**src/rtl/mem_arbiter.sv**
```systemverilog
// mem_arbiter: shares one external memory bus between the instruction fetch
// path and the data path of the core. One transaction is outstanding at a
// time; data has priority over fetch, bounded by a starvation counter.
//
// Ports:
//   clk, rst_n                 clock, async active-low reset
//   if_req/if_addr/if_gnt      fetch request, address, combinational grant
//   if_rvalid/if_rdata         fetch data return (pulse / held data)
//   d_req/d_we/d_addr/d_wdata/d_be/d_gnt
//                              data request payload, combinational grant
//   d_rvalid/d_rdata           data completion pulse / held read data
//   bus_req/bus_we/bus_addr/bus_wdata/bus_be
//                              registered memory-bus request fields
//   bus_ack/bus_rdata          memory completion pulse and read data
//
// state   | meaning
// --------+--------------------------------------------------------------
// IDLE    | no transaction on the bus; grants may issue this cycle
// BUSY_IF | fetch transaction on the bus, waiting for bus_ack
// BUSY_D  | data transaction on the bus, waiting for bus_ack
module mem_arbiter #(
  parameter int XLEN       = 32,
  parameter int STARVE_MAX = 4
) (
  input  logic              clk,
  input  logic              rst_n,
  input  logic              if_req,
  input  logic [XLEN-1:0]   if_addr,
  output logic              if_gnt,
  output logic              if_rvalid,
  output logic [XLEN-1:0]   if_rdata,
  input  logic              d_req,
  input  logic              d_we,
  input  logic [XLEN-1:0]   d_addr,
  input  logic [XLEN-1:0]   d_wdata,
  input  logic [XLEN/8-1:0] d_be,
  output logic              d_gnt,
  output logic              d_rvalid,
  output logic [XLEN-1:0]   d_rdata,
  output logic              bus_req,
  output logic              bus_we,
  output logic [XLEN-1:0]   bus_addr,
  output logic [XLEN-1:0]   bus_wdata,
  output logic [XLEN/8-1:0] bus_be,
  input  logic              bus_ack,
  input  logic [XLEN-1:0]   bus_rdata
);

  typedef enum logic [1:0] {IDLE, BUSY_IF, BUSY_D} state_t;

  localparam logic [3:0] STARVE_LIM = 4'(STARVE_MAX);

  state_t     state;
  logic [3:0] starve_cnt;
  logic       sel_if;
  logic       sel_d;

  // Grants are combinational. They are also held low while rst_n is asserted
  // so every output reads 0 during reset, even with requests pending.
  always_comb begin
    sel_d  = 1'b0;
    sel_if = 1'b0;
    if (rst_n && state == IDLE) begin
      sel_d  = d_req && !(if_req && starve_cnt == STARVE_LIM);
      sel_if = if_req && !sel_d;
    end
  end

  assign if_gnt = sel_if;
  assign d_gnt  = sel_d;

  always_ff @(posedge clk or negedge rst_n) begin
    if (!rst_n) begin
      state      <= IDLE;
      starve_cnt <= '0;
      if_rvalid  <= 1'b0;
      if_rdata   <= '0;
      d_rvalid   <= 1'b0;
      d_rdata    <= '0;
      bus_req    <= 1'b0;
      bus_we     <= 1'b0;
      bus_addr   <= '0;
      bus_wdata  <= '0;
      bus_be     <= '0;
    end else begin
      if_rvalid <= 1'b0;
      d_rvalid  <= 1'b0;
      case (state)
        IDLE: begin
          // bus_ack arriving here belongs to no transaction and is dropped.
          if (sel_d) begin
            state     <= BUSY_D;
            bus_req   <= 1'b1;
            bus_we    <= d_we;
            bus_addr  <= d_addr;
            bus_wdata <= d_we ? d_wdata : '0;
            bus_be    <= d_we ? d_be : '1;
            // Count only data grants that overtook a waiting fetch.
            if (if_req) begin
              if (starve_cnt != STARVE_LIM) starve_cnt <= starve_cnt + 4'd1;
            end else begin
              starve_cnt <= '0;
            end
          end else if (sel_if) begin
            state      <= BUSY_IF;
            bus_req    <= 1'b1;
            bus_we     <= 1'b0;
            bus_addr   <= if_addr;
            bus_wdata  <= '0;
            bus_be     <= '1;
            starve_cnt <= '0;
          end
        end
        BUSY_IF: begin
          if (bus_ack) begin
            state     <= IDLE;
            bus_req   <= 1'b0;
            if_rdata  <= bus_rdata;
            if_rvalid <= 1'b1;
          end
        end
        BUSY_D: begin
          if (bus_ack) begin
            state    <= IDLE;
            bus_req  <= 1'b0;
            d_rvalid <= 1'b1;
            if (!bus_we) d_rdata <= bus_rdata;
          end
        end
        default: begin
          state   <= IDLE;
          bus_req <= 1'b0;
        end
      endcase
    end
  end

endmodule

```
**config.mk**
```make
export PLATFORM = sky130hd
export DESIGN_NAME = mem_arbiter
export DESIGN_NICKNAME = d
export VERILOG_FILES = /design/src/rtl/mem_arbiter.sv
export SDC_FILE = /design/constraint.sdc
export NUM_CORES = 1
export LEC_CHECK = 0
export ABC_AREA = 1
export CORE_MARGIN = 2
export CORE_UTILIZATION = 37
export CTS_CLUSTER_SIZE = 40
export DETAILED_ROUTE_END_ITERATION = 10
export GPL_ROUTABILITY_DRIVEN = 1
export PLACE_DENSITY = 0.76
export SLEW_MARGIN = 10
export SYNTH_ARGS = -nofsm -noshare
export SYNTH_HDL_FRONTEND = slang
export SYNTH_SLANG_ARGS = --single-unit
```
**constraint.sdc**
```tcl
create_clock -name clk -period 1.4 [get_ports clk]
set_input_delay 0.28 -clock clk [delete_from_list [all_inputs] [get_ports clk]]
set_output_delay 0.28 -clock clk [all_outputs]
set_load 0.02 [all_outputs]
```
==> flow_metrics.py, run 1 <==
metrics = {
    "run_status": {
        "status": "finished with violations",
        "violations": "setup timing",
    },
    "floorplan": {
        "start_util_pct": 37.40,
        "io_pins": 276,
        "die_w_um": 130.0,
        "die_area_um2": 16910,
        "rows": 46,
        "dieHeight_um": 130.0,
        "core_area_um2": 15710,
    },
    "global_route": {
        "grt_pass1_wl_um": 28650,
        "grt_use_met1_pct": 26.13,
        "gr-usage-all-layers_pct": 22.02,
        "met2_usage_pct": 36.90,
        "grt_pass1_vias": 5535,
        "grt_max_degree": 143,
        "overflow": 0,
        "antenna_found_initial": 0,
        "use_met3_pct": 8.897,
        "grt_busiest_layer": "met2",
    },
    "sta": {
        "skew_ps": 11.41,
        "relSlewSlack_pct": 43.60,
        "setup_violations": 98,
        "post-route-min-period_ps": 1822,
        "drv_slew": 0,
        "timing.final.ws_setup_ps": -421.6,
        "rsz0062_at_grt": "true",
        "max_clock_freq_mhz": 549.0,
        "final_hold_viol_count": 0,
        "tightest_slew_ps": 846.1,
        "fin_crit_sh_pct": 130.1,
    },
    "place": {
        "portBuffers": 275,
        "hpwl_um": 11910,
        "gp_congestion": 0.7554,
    },
    "yosys": {
        "syn_nets": 789,
        "yosys_warnings": 0,
        "ys_ff_latch": 142,
        "syn_area_per_cell_um2": 9.097,
        "synth.distinct_cells": 25,
        "netlist_area_um2": 5877,
        "yosysSeqAreaShare_pct": 60.46,
        "syn_inst": 646,
    },
    "power_and_ir_drop": {
        "p_leak_nw": 5.096,
        "power.total_mw": 21.19,
        "seqPwrFrac_pct": 32.8,
        "p_switching_mw": 8.450,
        "switching_share_pct": 39.87,
        "ir_drop_mv": 1.022,
        "pwr-share-clk_pct": 21.9,
        "power.density_nw_per_um2": 2071,
        "p_int_mw": 12.74,
        "p_comb_share_pct": 45.2,
    },
    "critical_path": {
        "critPathKind": "reg -> out",
        "startpoint_type": "flip-flop",
        "r2r_cells": 11,
        "endpoint_kind": "primary output",
        "critPathArrivalTime_ps": 1540,
        "critical_path.max_fanout": 3,
        "critPathRequiredTime_ps": 1120,
    },
    "clock_tree": {
        "root_buffer": "clkbuf_16",
        "cts.clk_slew.worst_paths_ps": 60,
        "postCtsHoldBufs": 0,
        "numCtsBuffers": 17,
        "cts.sinks": 142,
        "htreeDepth": 4,
        "cts_tree": "yes",
        "clkLatencyLatePin_ps": 420,
        "cts_buffer_depth": 2,
    },
    "route": {
        "first_pass_iters": 5,
        "ant_nets": 0,
        "vias": 5824,
        "remaining_drc_errors": 0,
        "vias_per_cell": 4.849,
        "routed_wl_um": 20670,
        "wl_per_cell_um": 17.21,
        "initialDrtViolationCount": 272,
    },
    "layout": {
        "post-route-util_pct": 65.12,
        "final_cell_mix": "nand2_1, dfrtp_1, clkdlybuf4s50_1, clkbuf_2, nand3_1",
        "nets": 1115,
        "syn2layout_area_growth_pct": 74.11,
        "drive_gt1_share_pct": 32.08,
        "diodes": 0,
        "final_common_cell": "nand2_1",
    },
    "flow_run": {
        "cap_violations": 0,
    },
    "worst_hold_path": {
        "min_path_type": "in -> async",
    },
}
[per-stage QoR]
step / setup slack (ps) / instances / setup TNS (ps) / hold slack (ps) / instance area [µm²]
2_1_floorplan: -71.34 / 646 / -144.5 / -15.59 / 5909
3_3_place_gp: -720.1 / 1129 / -46210 / 461.1 / 9031
3_5_place_dp: -729.8 / 1129 / -48600 / 463.8 / 9031
4_1_cts: -413.2 / 1175 / -15630 / 172.0 / 9978
5_1_grt: -500.8 / 1201 / -24310 / 164.0 / 10230
6_report: -421.6 / 1201 / -16630 / 52.88 / 10230
[metal layers]
layer / part of all wire [%] / wire length (µm)
met5: 0 / 0
met3: 8.5 / 1761
met2: 50 / 10390
met1: 39 / 8091
met4: 2.1 / 429
[flip-flops by register name, summed over array words and instances, names as in the netlist]
register and cells:
bus_addr 32, bus_be 4, bus_req 1, bus_wdata 32, bus_we 1, d_rdata 32, d_rvalid 1, if_rdata 32
if_rvalid 1, starve_cnt 4, state 2
[kinds of logic after synthesis]
kind of cell,count (synthesis),share of synthesized area [%]
xor gates and xnor gates,2,0.2981
buffers and inverters,96,7.153
adders and majority gates,5,1.065
and+or+nand+nor,329,24.72
DFF,142,60.46
AOI/OAI and AO/OA,72,6.302
[worst paths after layout]
check	endpoint	from	slack [ps]
setup reg to reg	bus_wdata[17]	state[0]	-280
min in group clk	bus_wdata[26]	d_wdata[26]	390
hold / removal	state[0]	rst_n	50
max in group asynchronous	starve_cnt[3]	rst_n	650
hold reg to reg	bus_wdata[4]	bus_wdata[4]	480
setup / recovery	if_gnt	state[0]	-420
[synthesized netlist by cell type]
| cell type | number | area share, % |
|---|---|---|
| nor2_2 | 1 | 0.11 |
| buf_4 | 4 | 0.51 |
| nand3_1 | 66 | 5.6 |
| dfrtp_1 | 142 | 60 |
| o211ai_2 | 1 | 0.21 |
| buf_2 | 17 | 1.4 |
| o21ai_0 | 58 | 4.9 |
| or2_1 | 1 | 0.11 |
| xor2_1 | 1 | 0.15 |
| clkbuf_2 | 1 | 0.085 |
| buf_6 | 3 | 0.57 |
| nand4_4 | 1 | 0.36 |
| nand3_4 | 1 | 0.30 |
| buf_1 | 1 | 0.064 |
| inv_1 | 54 | 3.4 |
| nand4_1 | 33 | 3.5 |
| o21ai_1 | 12 | 1.0 |
| ha_1 | 5 | 1.1 |
| xnor2_1 | 1 | 0.15 |
| nand2_1 | 215 | 14 |
| nor2_1 | 10 | 0.64 |
| inv_2 | 1 | 0.064 |
| a21boi_0 | 1 | 0.13 |
| nor2_8 | 1 | 0.34 |
| clkbuf_1 | 15 | 0.96 |
[power groups by stage]
stage | Clock (mW) | Sequential [mW] | Combinational (mW)
after floorplan | 0 | 8.86 | 2.31
after global placement | 0 | 6.76 | 9.15
after detailed placement | 0 | 6.79 | 9.29
after CTS | 4.73 | 6.80 | 9.06
after global routing | 4.90 | 7.15 | 10.3
final | 4.65 | 6.95 | 9.59
[cell type report]
class                           instances  area [µm²]
Tap cell                              216       270.3
Multi-Input combinational cell        410        2338
Inverter                               55       212.7
Fill cell                            1268        5480
Sequential cell                       142        3553
Clock inverter                         13       165.2
Timing Repair Buffer                  346        3249
Clock buffer                           19       442.9
[timing repair]
item / CTS / global route
cloned: 7 / 13
buffers inserted: 7 / 17
hold endpoints to repair: 0 / 0
resized for setup: 355 / 231
endpoints found under the setup margin: 242 / 210
pin swaps: 9 / 19
[critical path, cell delays in order, from the launching register on]
cell and delay, ps:
dfrtp_1 390, inv_2 90, ha_4 150, nand2_4 70, nor2_4 110, a21boi_4 190, buf_6 130
Power figures use the tool's default switching activity.
==> run 2: changes to the inputs <==
- CTS_CLUSTER_SIZE: 40 -> 12
==> results of run 2 <==
Same layout as run 1: the final DEF is identical, and so are final timing and power.
==> run 3: changes to the inputs <==
- CORE_UTILIZATION: 37 -> 41
- CTS_CLUSTER_DIAMETER: unset -> 100
- GPL_TIMING_DRIVEN: unset -> 0
- PLACE_DENSITY: 0.76 -> 0.8
- clock period: 1.4 -> 1.9 ns (I/O delays scaled with it)
==> run 3 against run 2 <==
  * The flow still finishes with violations (setup timing)
  * Sequential power down 27%
  * Cell count down 3.8%
  * Flip-flop and latch count unchanged
  * Largest cell class unchanged
==> flow_metrics.py, run 3 (same netlist as run 1, synthesis figures left out) <==
metrics = {
    "worst_hold_path": {
        "min_path_type": "in -> async",
    },
    "clock_tree": {
        "cts_buffer_depth": 2,
        "htreeDepth": 4,
        "clkLatencyLatePin_ps": 420,
        "cts_tree": "yes",
        "cts.clk_slew.worst_paths_ps": 60,
        "root_buffer": "clkbuf_16",
        "cts.sinks": 142,
        "numCtsBuffers": 17,
    },
    "global_route": {
        "gr-usage-all-layers_pct": 24.92,
        "grt_pass1_vias": 5704,
        "overflow": 0,
        "antenna_found_initial": 0,
        "grt_pass1_wl_um": 28950,
        "grt_max_degree": 77,
    },
    "floorplan": {
        "die_w_um": 123.7,
        "dieHeight_um": 123.7,
        "start_util_pct": 42.17,
        "core_area_um2": 13930,
        "die_area_um2": 15310,
        "rows": 43,
        "io_pins": 276,
    },
    "route": {
        "met3_wirelength_um": 2137,
        "vias": 5805,
        "wl_met2_um": 9854,
        "vias_per_cell": 5.026,
        "ant_nets": 0,
        "wl_per_cell_um": 17.14,
        "first_pass_iters": 5,
        "topRoutingLayerUsed": "met4",
        "initialDrtViolationCount": 339,
        "remaining_drc_errors": 0,
        "routed_wl_um": 19790,
        "wl_met1_um": 7422,
    },
    "layout": {
        "final_cell_mix": "clkdlybuf4s50_1, nand2_1, dfrtp_1, nand3_1, o21ai_0",
        "final_common_cell": "clkdlybuf4s50_1",
        "fin_area_um2": 9818,
        "diodes": 0,
        "nets": 1105,
        "multi_input_area_um2": 1944,
        "seqCellArea_um2": 3553,
        "nFillCells": 1040,
        "syn2layout_area_growth_pct": 67.06,
        "post-route-util_pct": 70.46,
        "drive_gt1_share_pct": 9.949,
        "final_cell_count_no_fill": 1155,
    },
    "sta": {
        "fin_crit_sh_pct": 102.2,
        "timing.final.ws_setup_ps": -41.26,
        "final_hold_viol_count": 0,
        "max_clock_freq_mhz": 515.1,
        "drv_slew": 0,
        "post-route-min-period_ps": 1941,
        "rsz0062_at_grt": "true",
        "skew_ps": 6.522,
        "relSlewSlack_pct": 65.78,
        "setup_violations": 2,
        "tightest_slew_ps": 513.4,
    },
    "place": {
        "portBuffers": 274,
        "gp_congestion": 0.7647,
        "place_area_um2": 8877,
        "dp_cells": 1101,
        "hpwl_um": 13580,
    },
    "run_status": {
        "violations": "setup timing",
        "status": "finished with violations",
    },
    "critical_path": {
        "critical_path.max_fanout": 3,
        "cp_cell_sequence": "clkdlybuf4s50_1 -> nand4_4 -> buf_8 -> a21boi_2 -> buf_6",
        "critPathArrivalTime_ps": 1560,
        "r2r_setup_slack_ps": 120,
        "startpoint_type": "primary input",
        "critPathRequiredTime_ps": 1520,
        "cpPeakStageDelay_ps": 580,
        "r2r_cells": 7,
        "endpoint_kind": "primary output",
        "crit_slowest_cell": "clkdlybuf4s50_1",
        "critPathKind": "in -> out",
    },
    "flow_run": {
        "cap_violations": 0,
    },
    "power_and_ir_drop": {
        "power.density_nw_per_um2": 1574,
        "ir_drop_mv": 0.7504,
        "p_leak_nw": 4.659,
    },
}
-- run 3: changes by cell type in the layout (fill, tap and decap cells not counted), moves of 11 or more --
cell / previous run / this run
nand2_1: 168 / 214
clkbuf_2: 97 / 1
clkbuf_1: 1 / 15
o21ai_0: 29 / 58
o21ai_2: 18 / 0
nand2_2: 25 / 0
clkdlybuf4s15_1: 11 / 0
buf_4: 31 / 18
clkdlybuf4s15_2: 20 / 0
nand2_4: 21 / 1
clkdlybuf4s50_1: 135 / 270
-- run 3: final cells by class --
| cell class | instances | share of cell area (%) |
|---|---|---|
| inverter | 55 | 2.128 |
| timing repair buffer | 297 | 31.13 |
| tap | 180 | 2.294 |
| sequential | 142 | 36.19 |
| buffer | 41 | 2.294 |
| multi-input combinational | 408 | 19.80 |
| clock buffer | 19 | 4.511 |
| clock inverter | 13 | 1.644 |
-- run 3: per-layer routing --
metal  global-route usage [%]  vias to the layer above
met5                        0                        -
met4                    8.665                        0
met3                    9.570                       34
met2                    42.89                      279
met1                    28.29                     2782
li1                         -                     2710
-- run 3: stage by stage --
stage	power, mW	setup TNS [ps]	setup slack, ps	hold slack (ps)
after floorplan	8.213	0	129.7	84.41
after global placement	11.60	-1178110	-6169	461.2
after detailed placement	11.76	-32740	-1137	391.9
after CTS	15.36	-108.5	-59.00	-142.8
after global routing	16.31	-198.2	-97.72	6.956
final	15.46	-60.46	-41.26	3.742
-- run 3: worst paths after layout --
path / end / from
worst max-delay path: if_gnt / if_req
worst min-delay path: if_rdata[4] / rst_n
worst max register to register: if_rdata[15] / state[0]
worst min register to register: bus_wdata[8] / bus_wdata[8]
max in group asynchronous: d_rdata[22] / rst_n
min in group clk: bus_addr[31] / d_req
-- run 3: worst max-delay path, delay by kind of cell --
kind	cells	cell delay [ps]
buffers and inverters	3	880
AO/OA/AOI/OAI	1	130
AND/OR/NAND/NOR	1	170
-- run 3: timing repair --
action                                  in CTS  in global routing
gates cloned                                 1                  1
hold endpoints to repair                    74                 74
endpoints found under the setup margin      31                  3
pin swaps                                    4                  2
gates resized for setup                     27                  7
buffers inserted                            11                  4
-- run 3: power breakdown --
group	total [mW]	switching, mW	internal [mW]
clock network	3.41	1.31	2.10
registers	5.05	0.744	4.30
logic	7.00	3.72	3.27
==> RTL change 1 (flow settings as in run 1) <==
Change the parameter `XLEN` from 32 to 16.
--- a/src/rtl/mem_arbiter.sv
+++ b/src/rtl/mem_arbiter.sv
@@ -19,7 +19,7 @@
 // BUSY_IF | fetch transaction on the bus, waiting for bus_ack
 // BUSY_D  | data transaction on the bus, waiting for bus_ack
 module mem_arbiter #(
-  parameter int XLEN       = 32,
+  parameter int XLEN       = 16,
   parameter int STARVE_MAX = 4
 ) (
   input  logic              clk,
Interface: changed (10 resized); port bits go from 276 to 144. No check against the original RTL was run, so the function may have changed too.
==> RTL change 1 against run 1 <==
- the flow still finishes with violations (setup timing)
- sequential power down 47%
- global-route usage is 1.4 points lower
- final area is 45% lower
- total power is 50% lower
- cell count fell by 43%
- worst setup slack improved by 0.087 ns
- clock skew is 0.0027 ns higher
- non-clock buffer count down 158
- die area down 43%
- synthesized area fell by 44%
- critical path type unchanged
- sequential cell count decreased by 66
- routed wire length fell by 48%
- combinational power shrank 45%
==> RTL change 1: results (changes against run 1) <==
| Metric | Value |
|---|---|
| Status | `complete, but fails checks` |
| Failing checks | `setup timing` |
| Sequential share of the synthesized area | `0.5753 (-0.02932)` |
| Final setup violation count | `52 (-47%)` |
| TNS Setup | `-8.441 ns (+8.193 ns)` |
| Setup WS post-layout | `-0.3349 ns (+0.08662 ns)` |
| Leakage | `2.897 nW (-43%)` |
| First-pass GRT wire length | `16260 microns (-43%)` |
| Routed length per instance | `15.89 microns (-7.7%)` |
| M1 WL | `4278 microns (-47%)` |
| Gr usage total | `0.2066 (-0.01365)` |
| Met3 Wirelength | `798 microns (-55%)` |
| Vias in the first global route | `3337 (-40%)` |
| Yosys cell types | `19 (-24%)` |
| H-tree Lvls | `3 (-1)` |
| Main area contributors after synthesis | `dfrtp_1 58%, nand2_1 12%, inv_1 5.9%, o21ai_0 5.6%, nand4_1 3.8%` |
| Post-synth top cells | `110 x nand2_1, 76 x dfrtp_1, 52 x inv_1` |
| Placed instance area | `5079 sq um (-44%)` |
| Crit path arrival time | `1.45 ns (-0.09 ns)` |
| M3 GR Usage | `0.06596 (-0.02301)` |
| Routed length on met2 | `5650 microns (-46%)` |
| Routed WL | `10790 microns (-48%)` |
| Clk Latency, worst-skew pair | `0.34 ns (-0.08 ns)` |
| Syn_nets | `465 (-41%)` |
| Cts bufs inserted | `9 (-8)` |
==> RTL change 1: cell types whose count changed after synthesis, moves of 4 or more <==
cell,run 1,this run
o21ai_0,58,37
nor2_1,10,21
nand2_1,215,110
buf_2,17,7
nand4_1,33,20
nand3_1,66,20
o22ai_1,0,4
dfrtp_1,142,76
==> RTL change 1: final timing paths <==
check | from | to | slack (ns) | cells past startpoint
min in group clk | bus_addr[7] | bus_addr[7] | 0.48 | 2
worst min register to register | bus_addr[7] | bus_addr[7] | 0.48 | 2
worst min-delay path | rst_n | state[1] | 0.20 | 2
worst max-delay path | state[0] | if_gnt | -0.33 | 7
worst max register to register | state[0] | bus_addr[11] | -0.25 | 9
max in group asynchronous | rst_n | bus_addr[14] | 0.56 | 2
==> RTL change 1: cell type report <==
type                    count  area [sq um]
well taps                 108         135.1
inverters                  55         219.0
repair buffers            188          1864
clock inverters             6         63.81
clock buffers              10         137.6
multi-input cells         236          1346
flip-flops and latches     76          1902
fillers                   743          3010
==> RTL change 2 (flow settings as in run 1) <==
Without the edit above. Compare `starve_cnt` against `STARVE_LIM` with >= in place of ==.
--- a/src/rtl/mem_arbiter.sv
+++ b/src/rtl/mem_arbiter.sv
@@ -61,7 +61,7 @@
     sel_d  = 1'b0;
     sel_if = 1'b0;
     if (rst_n && state == IDLE) begin
-      sel_d  = d_req && !(if_req && starve_cnt == STARVE_LIM);
+      sel_d  = d_req && !(if_req && starve_cnt >= STARVE_LIM);
       sel_if = if_req && !sel_d;
     end
   end
Function: same outputs for any inputs over 4 cycles, from zero or initial values and one cycle with rst_n low; that may be too few to reach the edited logic, so the function may still have changed.
==> RTL change 2 against run 1 <==
- the flow still finishes with violations (setup timing)
- total power decreased by 2.5%
- largest power group unchanged
- worst setup slack improved by 0.057 ns
- sequential cell count unchanged
- synthesized area decreased by 2.4%
- register-to-register slack got worse by 0.03 ns
- critical path depth unchanged
- routed wire length decreased by 0.11%
- critical endpoint unchanged
- highest routed layer is now met5
- final area decreased by 1.2%
- largest cell class unchanged
- sequential share of layout area increased by 0.42 points
==> RTL change 2: results (changes against run 1) <==
| Metric | Value |
|---|---|
| Met2 usage | `0.3605 (-0.008505)` |
| Power share of the clock group | `0.209 (-0.010)` |
| Syn_nets | `781 (-1.0%)` |
| Synth top area share | `0.6194 (+0.01477)` |
| First DRT Iteration DRCs | `349 (+28%)` |
| Main area contributors after synthesis | `dfrtp_1 62%, nand2_1 14%, o21ai_0 7.8%, nand3_1 5.6%, inv_1 3.5%` |
| Yosys cell types | `23 (-8.0%)` |
| Setup WS post-layout | `-0.3641 ns (+0.05748 ns)` |
| Final setup violation count | `83 (-15%)` |
| Crit path arrival time | `1.48 ns (-0.06 ns)` |
| Post-Layout Cell Count | `1157 (-3.7%)` |
| Status | `complete, but fails checks` |
| Place WS | `-0.6692 ns (+0.06060 ns)` |
| Post-synth top cells | `216 x nand2_1, 142 x dfrtp_1, 89 x o21ai_0` |
| Worst VDD drop | `1001 uV (-2.0%)` |
| TNS Setup | `-15.95 ns (+0.6801 ns)` |
| Clock skew | `0.007086 ns (-0.004321 ns)` |
| Placed instance area | `8887 sq um (-1.6%)` |
| Fillcell total | `1209 (-4.7%)` |
| Vias in the first global route | `5572 (+0.67%)` |
| Failing checks | `setup timing` |
| Slew margin rel. | `0.4742 (+0.03824)` |
| Vias/cell | `4.943 (+1.9%)` |
| Post-Synth Adder-Cell Area | `0.01091 (+0.0002600)` |
| Routed WL | `20650 microns (-0.11%)` |
==> RTL change 2: metal layers <==
layer	wire length, microns	up-vias
li1	-	2684
met1	8224	2715
met2	9817	270
met3	1925	48
met4	665	2
met5	13	-
==> RTL change 2: path summary, 6_finish.rpt <==
check,from,to,slack [ns],cells after the start
setup / recovery,state[1],if_gnt,-0.36,6
hold / removal,rst_n,starve_cnt[3],0.10,3
setup reg to reg,state[1],bus_wdata[3],-0.31,10
hold reg to reg,bus_wdata[20],bus_wdata[20],0.48,2
max in group asynchronous,rst_n,bus_addr[15],0.69,3
min in group clk,rst_n,state[1],0.36,5
==> RTL change 2: timing repair <==
item,in CTS,in global routing
gates resized for setup,389,191
setup endpoints to repair,228,221
hold buffers,0,0
setup buffers,2,7
cloned,8,17
pin swaps,2,7
==> RTL change 2: logic make-up (layout without fill, tap and decap cells) <==
family,Yosys count,count (layout)
xor+xnor,1,1
flops,142,142
compound gates,104,104
simple gates,293,294
fa+ha+maj,5,5
buf+inv,93,423
==> RTL change 2: final cells by class <==
type,instances,area [sq um],area share
Timing Repair Buffer,335,3371,0.3334
Tap cell,188,235.2,0.02327
Sequential cell,142,3553,0.3515
Clock buffer,19,442.9,0.04381
Clock inverter,13,115.1,0.01139
Inverter,56,216.5,0.02141
Multi-Input combinational cell,404,2176,0.2152
==> RTL change 2: critical path: cells and delay by family, from the launching register on <==
kind / cells / cell delay (ns)
flip-flops: 1 / 0.39
adder cells (fa/ha/maj): 1 / 0.15
buffers and inverters: 2 / 0.21
AND/OR/NAND/NOR: 2 / 0.14
AO/OA/AOI/OAI: 1 / 0.17
